===== src/rtl/bus_reg_transfer_if.sv =====
// Handshake, load and shared-bus signals between the register-transfer
// controller and its environment (requester, external loader, 4:1 mux).
interface bus_reg_transfer_if #(
  parameter int WIDTH = 4,
  parameter int CNT_W = 8
);
  logic             req_valid;
  logic             req_ready;
  logic [1:0]       req_src;
  logic [1:0]       req_dst;
  logic             load_en;
  logic [1:0]       load_dst;
  logic [WIDTH-1:0] load_data;
  logic             sel_x;
  logic             sel_y;
  logic [WIDTH-1:0] bus_in;
  logic [WIDTH-1:0] reg_b;
  logic [WIDTH-1:0] reg_c;
  logic [WIDTH-1:0] reg_d;
  logic             busy;
  logic             done;
  logic [CNT_W-1:0] xfer_count;

  // Controller side.
  modport slave (
    input  req_valid, req_src, req_dst, load_en, load_dst, load_data, bus_in,
    output req_ready, sel_x, sel_y, reg_b, reg_c, reg_d, busy, done, xfer_count
  );

  // Environment side: requester, loader and the mux that closes the loop.
  modport master (
    output req_valid, req_src, req_dst, load_en, load_dst, load_data, bus_in,
    input  req_ready, sel_x, sel_y, reg_b, reg_c, reg_d, busy, done, xfer_count
  );
endinterface


===== src/rtl/bus_reg_transfer.sv =====
// Register-transfer controller around a 4:1 shared-bus mux: holds B/C/D,
// drives the mux select and writes the mux output back to a destination.
module bus_reg_transfer #(
  parameter int WIDTH = 4,
  parameter int CNT_W = 8
) (
  input  logic               clk,
  input  logic               rst,
  bus_reg_transfer_if.slave  bus
);

  typedef enum logic [1:0] {
    IDLE   = 2'd0,
    SELECT = 2'd1,
    WRITE  = 2'd2
  } state_t;

  state_t           state;
  logic [1:0]       sel;
  logic [1:0]       dst_q;
  logic [WIDTH-1:0] reg_b;
  logic [WIDTH-1:0] reg_c;
  logic [WIDTH-1:0] reg_d;
  logic             done;
  logic [CNT_W-1:0] xfer_count;

  // An external load in IDLE stalls the request rather than dropping it.
  assign bus.req_ready  = (state == IDLE) && !bus.load_en;
  assign bus.busy       = (state != IDLE);
  assign bus.sel_x      = sel[1];
  assign bus.sel_y      = sel[0];
  assign bus.reg_b      = reg_b;
  assign bus.reg_c      = reg_c;
  assign bus.reg_d      = reg_d;
  assign bus.done       = done;
  assign bus.xfer_count = xfer_count;

  // NOTE: every register here is updated with <= so all of them see the
  // pre-edge values of each other; blocking would make results order-dependent.
  always_ff @(posedge clk) begin
    if (rst) begin
      state      <= IDLE;
      sel        <= 2'b00;
      dst_q      <= 2'b00;
      reg_b      <= '0;
      reg_c      <= '0;
      reg_d      <= '0;
      done       <= 1'b0;
      xfer_count <= '0;
    end else begin
      done <= 1'b0;
      unique case (state)
        IDLE: begin
          sel <= 2'b00;
          if (bus.load_en) begin
            unique case (bus.load_dst)
              2'b01:   reg_b <= bus.load_data;
              2'b10:   reg_c <= bus.load_data;
              2'b11:   reg_d <= bus.load_data;
              default: ;
            endcase
          end else if (bus.req_valid) begin
            sel   <= bus.req_src;
            dst_q <= bus.req_dst;
            state <= SELECT;
          end
        end
        SELECT: state <= WRITE;
        WRITE: begin
          unique case (dst_q)
            2'b01:   reg_b <= bus.bus_in;
            2'b10:   reg_c <= bus.bus_in;
            2'b11:   reg_d <= bus.bus_in;
            default: ;
          endcase
          done <= 1'b1;
          if (xfer_count != '1) xfer_count <= xfer_count + 1'b1;
          sel   <= 2'b00;
          state <= IDLE;
        end
        default: state <= IDLE;
      endcase
    end
  end

endmodule

===== src/flat_wrapper.sv =====
// flat-port wrapper written by rule: the top's interface ports become plain ports
module bus_reg_transfer_flat 
#(
  parameter int WIDTH = 4,
  parameter int CNT_W = 8
)
  (clk, rst, bus_req_valid, bus_req_src, bus_req_dst, bus_load_en, bus_load_dst, bus_load_data, bus_bus_in, bus_req_ready, bus_sel_x, bus_sel_y, bus_reg_b, bus_reg_c, bus_reg_d, bus_busy, bus_done, bus_xfer_count);
  bus_reg_transfer_if #(.WIDTH(WIDTH), .CNT_W(CNT_W)) bus_i ();
  input  logic clk;
  input  logic rst;
  input wire logic [$bits(bus_i.req_valid)-1:0] bus_req_valid;
  input wire logic [$bits(bus_i.req_src)-1:0] bus_req_src;
  input wire logic [$bits(bus_i.req_dst)-1:0] bus_req_dst;
  input wire logic [$bits(bus_i.load_en)-1:0] bus_load_en;
  input wire logic [$bits(bus_i.load_dst)-1:0] bus_load_dst;
  input wire logic [$bits(bus_i.load_data)-1:0] bus_load_data;
  input wire logic [$bits(bus_i.bus_in)-1:0] bus_bus_in;
  output wire logic [$bits(bus_i.req_ready)-1:0] bus_req_ready;
  output wire logic [$bits(bus_i.sel_x)-1:0] bus_sel_x;
  output wire logic [$bits(bus_i.sel_y)-1:0] bus_sel_y;
  output wire logic [$bits(bus_i.reg_b)-1:0] bus_reg_b;
  output wire logic [$bits(bus_i.reg_c)-1:0] bus_reg_c;
  output wire logic [$bits(bus_i.reg_d)-1:0] bus_reg_d;
  output wire logic [$bits(bus_i.busy)-1:0] bus_busy;
  output wire logic [$bits(bus_i.done)-1:0] bus_done;
  output wire logic [$bits(bus_i.xfer_count)-1:0] bus_xfer_count;
  assign bus_i.req_valid = bus_req_valid;
  assign bus_i.req_src = bus_req_src;
  assign bus_i.req_dst = bus_req_dst;
  assign bus_i.load_en = bus_load_en;
  assign bus_i.load_dst = bus_load_dst;
  assign bus_i.load_data = bus_load_data;
  assign bus_i.bus_in = bus_bus_in;
  assign bus_req_ready = bus_i.req_ready;
  assign bus_sel_x = bus_i.sel_x;
  assign bus_sel_y = bus_i.sel_y;
  assign bus_reg_b = bus_i.reg_b;
  assign bus_reg_c = bus_i.reg_c;
  assign bus_reg_d = bus_i.reg_d;
  assign bus_busy = bus_i.busy;
  assign bus_done = bus_i.done;
  assign bus_xfer_count = bus_i.xfer_count;
  bus_reg_transfer #(.WIDTH(WIDTH), .CNT_W(CNT_W)) u_core (.clk(clk), .rst(rst), .bus(bus_i));
endmodule

===== config.mk =====
export PLATFORM = sky130hd
export DESIGN_NAME = bus_reg_transfer_flat
export DESIGN_NICKNAME = d
export VERILOG_FILES = /design/src/rtl/bus_reg_transfer_if.sv /design/src/rtl/bus_reg_transfer.sv /design/src/flat_wrapper.sv
export SDC_FILE = /design/constraint.sdc
export NUM_CORES = 1
export LEC_CHECK = 0
export CAP_MARGIN = 0
export CORE_UTILIZATION = 49
export DETAILED_ROUTE_END_ITERATION = 10
export PLACE_DENSITY = 0.89
export SYNTH_ARGS = -nofsm -noshare
export SYNTH_HDL_FRONTEND = slang
export SYNTH_SLANG_ARGS = --single-unit
export TNS_END_PERCENT = 1

===== constraint.sdc =====
create_clock -name clk -period 2.6 [get_ports clk]
set_input_delay 0.39 -clock clk [delete_from_list [all_inputs] [get_ports clk]]
set_output_delay 0.39 -clock clk [all_outputs]
set_load 0.01 [all_outputs]

## Yosys cells after proc, flatten, opt, wreduce, memory -nomap -nowiden

Cells that the tools add are included.

- Register bits after elaboration: 27
- Input port bits: 18
- Output and inout bits: 25
- Logic and storage cells: 58

- Add/subtract/negate cells: 1
- Equal/unequal tests: 18
- Mux-type cells: 19
- Bitwise gates (word level): 1
- Reduce and logical (&&, ||, !) cells: 11

Operators by type and width:

| cell | count |
|---|---|
| 4-bit 2-to-1 mux | 9 |
| 4-bit one-hot mux with 2 select lines | 3 |
| 2-bit inequality test, second input constant | 9 |
| 4-bit AND reduction | 3 |
| 2-bit == test, second input constant | 5 |
| 8-bit by 1-bit adder with 8-bit output, second input constant | 1 |
| 2-bit 2-to-1 mux | 4 |
| 8-bit inequality test, second input constant | 1 |
| 2-bit one-hot mux with 2 select lines | 2 |
| 2-bit by 1-bit == test with 1-bit output, second input constant | 3 |
| 2-bit AND reduction | 2 |
| 2-bit nonzero test | 2 |
| 3-bit AND reduction | 1 |
| 2-bit zero test | 1 |
| 1-bit logical AND | 1 |
| 1-bit zero test | 1 |
| 1-bit 2-to-1 mux | 1 |
| 1-bit NOT | 1 |

## Longest topological paths before layout

- Word-level depth: 4
- Mapped depth: 6
- Depth with buffers taken out: 5

## Worst setup path after synthesis

No wires, ideal clock.

- Kind: register to register
- Start: register u_core.state[1]
- End: register u_core.reg_c[0], in the netlist u_core.bus.reg_c[0]
- Setup time: 121 ps
- Arrival time: 1240 ps
- Data required time: 2479 ps
- Path slack: 1239 ps
- Cell stages (with the launch flop): 6
- Path buffers: 1
- Period minus slack after synthesis: 1361 ps
- Path through: dfxtp_1 > buf_6 > nor4bb_4 > a31oi_2 > nor2_8 > mux2_4

- Word-level cells in the longest chain between the ends: 3
- Elaborated cells on any way between the ends: 8
- Those cells by class: eq/ne: 4; mux: 1; reduce/logical: 3

RTL lines:

| what | line | source |
|---|---|---|
| start, declared | bus_reg_transfer.sv:18 | `state_t state;` |
| start signal, assigned | bus_reg_transfer.sv:42 | `state <= IDLE;` |
| start signal, assigned | bus_reg_transfer.sv:65 | `state <= SELECT;` |
| start signal, assigned | bus_reg_transfer.sv:68 | `SELECT: state <= WRITE;` |
| 2-bit == test or 2-bit zero test (tied branches) | bus_reg_transfer.sv:52 | `unique case (state)` |
| 2-bit inequality test (no line) or 2-bit nonzero test (tied branches) | - |  |
| 4-bit AND reduction (no line) | - |  |
| end signal, assigned | bus_reg_transfer.sv:58 | `2'b10: reg_c <= bus.load_data;` |
| end signal, assigned | bus_reg_transfer.sv:72 | `2'b10: reg_c <= bus.bus_in;` |
| end, declared | bus_reg_transfer.sv:22 | `logic [WIDTH-1:0] reg_c;` |

Parallel ways exist; a longest one is shown, timed or not.
A chain may end at the register's enable or synchronous reset.

## Worst setup path in the final report

- Start: register u_core.state[0]
- End: output port bus_req_ready

- Word-level cells in the longest chain between the ends: 2

RTL lines:

| what | line | source |
|---|---|---|
| 2-bit zero test | bus_reg_transfer.sv:28 | `assign bus.req_ready = (state == IDLE) && !bus.load_en;` |
| 1-bit logical AND | bus_reg_transfer.sv:28 |  |
| end, declared | flat_wrapper.sv:18 | `output wire logic [$bits(bus_i.req_ready)-1:0] bus_req_ready;` |

No other way between the ends.

==> run metrics <==
fin cells 205; worst hold slack roughly 0.53 ns; via/cell ratio roughly 5.4; Netlist Area Pre-Place approximately 0.0013 mm2; Crit Path Category flop to output port; average size of a mapped cell 10.0 um2; area grow syn2layout 34.2%; sequential-to-total area share from yosys stat 0.406; Post-Synth Adder-Cell Area 0.00941; maxcap violations 0; leakage 0.699 nW; TritonCTS Sinks 27; fmax ~490 MHz; Warnings, synthesis 0; layout cell share with drive strength beyond 1 0.166; Power per Cell Area roughly 400 mW/mm2; clk slew on worst S/H paths ~0.13 ns; H-tree Lvls 1; Worst Reg2Reg Path Length in Cells 4; Comb power frac 0.153; CP max stage cell clkdlybuf4s50_1; worst skew pair latency approximately 0.32 ns; post-synthesis simple-gate area fraction 0.287; HP Class flop to flop; Int Pwr about 0.55 mW; Net Sw Power roughly 0.17 mW; hold_buf cts 0; CP Capture Point bus_req_ready; Synth Register Bits 27; most common cell after layout, fill and taps aside clkdlybuf4s50_1; relative slew slack 0.667; first-pass GRT wire length approximately 4400 um; Placed Instances 201; post-synthesis instance total 133; CP peak stage delay 0.57 ns; antenna-violating nets left 0; GR Overflow Total 0; Syn Nets about 150; skew final about 0.011 ns; max-slew violations 0; Final TNS setup 0 ns; crit path from u_core.state[0]; RSZ-0062 raised after global routing no; global placer's final weighted congestion about 0.76; die width roughly 54 um; Root Buffer clkbuf_4; All-Layer GR Usage 0.205; CTS tree built; crit-path max FO 10; Clock power frac 0.244; reg2reg setup slack about 0.90 ns; # setup viols final 0; DRT iter0 DRCs 9; Final nets roughly 200; via count ~1.1k; post-synthesis mux area share 0.0941; WP depth 2; CTS resizes 0; I/O pin total between 40 and 50; CORE AREA roughly 0.0025 mm2; Initial Util 0.527; clock buffer depth 2; crit end category output port; Rows 18; Pre-antenna DRT Iters 4; die area 0.00293 mm2; Final period util 0.788; total CTS buffers 3; status finished clean; origin of the critical flop-to-flop path u_core.state[0]; critical path, cell by cell nor3_2 > clkdlybuf4s50_1; Inserted Diodes 0; final hold vios 0; Avg WL per Cell between 10 and 15 um; initial antenna violation count 0; PortBufs between 40 and 50; placed cell area roughly 0.0018 mm2; Worst Path Arrival around 1.7 ns; final WL 2730 um; Die Y around 54 um; vias in the first global route roughly 1.0k; Design Area, Final 0.00179 mm2; Reg power frac 0.602; Slew @ Worst Pin 0.500 ns; Cell variety after synth 41; Final Core Density 0.708; post-CTS setup buffer count 0; Startpoint Class flop; Sw Share 0.240; Post-route DRC 0; commonest non-fill, non-tap cells in the layout clkdlybuf4s50_1, dfxtp_1, nand2_1, nor2_1, nor2b_1; reg-to-reg endpoint u_core.bus.reg_b[3]; dpl hpwl 2130 um; complex-gate fraction of the synthesized area 0.148; largest family of logic cells by synthesized area simple AND/OR/NAND/NOR gates; Required @ worst endpoint around 2.2 ns; XOR/XNOR share of the synthesized area 0.0132; Peak VDD IR approximately 0.32 mV; critical path's top delay family buffers and inverters; largest net degree at the start of global routing 16; CP bufs+invs 1; fin crit period 2.05 ns
## registers in the layout, summed over array words and instances (netlist names)
register	count
u_core.bus.xfer_count	8
u_core.dst_q	2
u_core.bus.done	1
u_core.bus.reg_d	4
u_core.sel	2
u_core.bus.reg_c	4
u_core.bus.reg_b	4
u_core.state	2
## worst reg2reg max path, cell delays in order, from the launching register on
cell      delay, ns
dfxtp_1        0.65
nand2b_1       0.49
nand2_1        0.13
a21oi_2        0.21
mux2_2         0.17
## Yosys cell counts (all sizes together)
| cell | count | area [um2] |
|---|---|---|
| dfxtp | 27 | 541 |
| nor2 | 13 | 81.3 |
| nand2 | 11 | 41.3 |
| a21oi | 9 | 67.6 |
| nor2b | 9 | 56.3 |
| mux2 | 8 | 105 |
| nor3 | 7 | 40.0 |
| nor3b | 6 | 45.0 |
| buf | 5 | 45.0 |
| nand3 | 5 | 30.0 |
| a21o | 4 | 30.0 |
| a31oi | 4 | 31.3 |
| a22oi | 2 | 15.0 |
| and2 | 2 | 13.8 |
| clkbuf | 2 | 7.51 |
| mux2i | 2 | 20.0 |
| xor2 | 2 | 17.5 |
| a211oi | 1 | 7.51 |
| and2b | 1 | 7.51 |
| and3 | 1 | 6.26 |
| ha | 1 | 12.5 |
| inv | 1 | 3.75 |
| nand2b | 1 | 6.26 |
| nand3b | 1 | 7.51 |
| nand4b | 1 | 8.76 |
| nor4 | 1 | 6.26 |
| nor4bb | 1 | 25.0 |
| o2111ai | 1 | 8.76 |
| o21ai | 1 | 5.00 |
| o311a | 1 | 10.0 |
| o31ai | 1 | 21.3 |
| or2 | 1 | 6.26 |
## cell families after synthesis
logic type / count (synthesis)
AND/OR/NAND/NOR: 61
flip-flops: 27
AO/OA/AOI/OAI: 24
multiplexers: 10
buffers and inverters: 8
XOR/XNOR: 2
adder cells (fa/ha/maj): 1
## power by group through the flow
stage               sequential (mW)  clock (mW)  combinational [mW]
floorplan                     0.443           0              0.0547
global placement              0.443           0               0.108
detailed placement            0.444           0               0.111
CTS                           0.435       0.185               0.112
global route                  0.436       0.205               0.119
finish                        0.435       0.176               0.111
## layer usage
metal | GRT usage | vias up | routed length, um
met2 | 0.374 | 28 | 1350
met4 | 0.0726 | 0 | 29
met1 | 0.239 | 521 | 1230
li1 | - | 555 | -
met5 | 0 | - | 0
met3 | 0.0311 | 4 | 117
## final cells by class
| type | count | area, um2 |
|---|---|---|
| clock buffers | 3 | 22.5 |
| clock inverters | 1 | 5.00 |
| flip-flops and latches | 27 | 541 |
| multi-input cells | 98 | 733 |
| well taps | 30 | 37.5 |
| repair buffers | 45 | 443 |
| inverters | 1 | 3.75 |
| fillers | 198 | 737 |
## worst min-delay path by stage
| stage | to | from | cells after the start | slack (ns) |
|---|---|---|---|---|
| 3_5_place_dp | u_core.sel[1] | u_core.sel[1] | 2 | 0.51 |
| 4_1_cts | u_core.sel[1] | u_core.sel[1] | 2 | 0.54 |
| 6_report | u_core.sel[1] | u_core.sel[1] | 2 | 0.53 |
| 5_1_grt | u_core.sel[1] | u_core.sel[1] | 2 | 0.61 |
| 2_1_floorplan | u_core.dst_q[1] | u_core.dst_q[1] | 2 | 0.52 |
| 3_3_place_gp | u_core.sel[0] | u_core.sel[0] | 2 | 0.50 |
## metrics by stage
stage | power [mW] | setup slack (ns)
6_report | 0.722 | 0.551
5_1_grt | 0.761 | 0.461
4_1_cts | 0.732 | 0.524
3_5_place_dp | 0.555 | 0.581
3_3_place_gp | 0.550 | 0.625
2_1_floorplan | 0.498 | 1.24
Power figures use the tool's default switching activity.
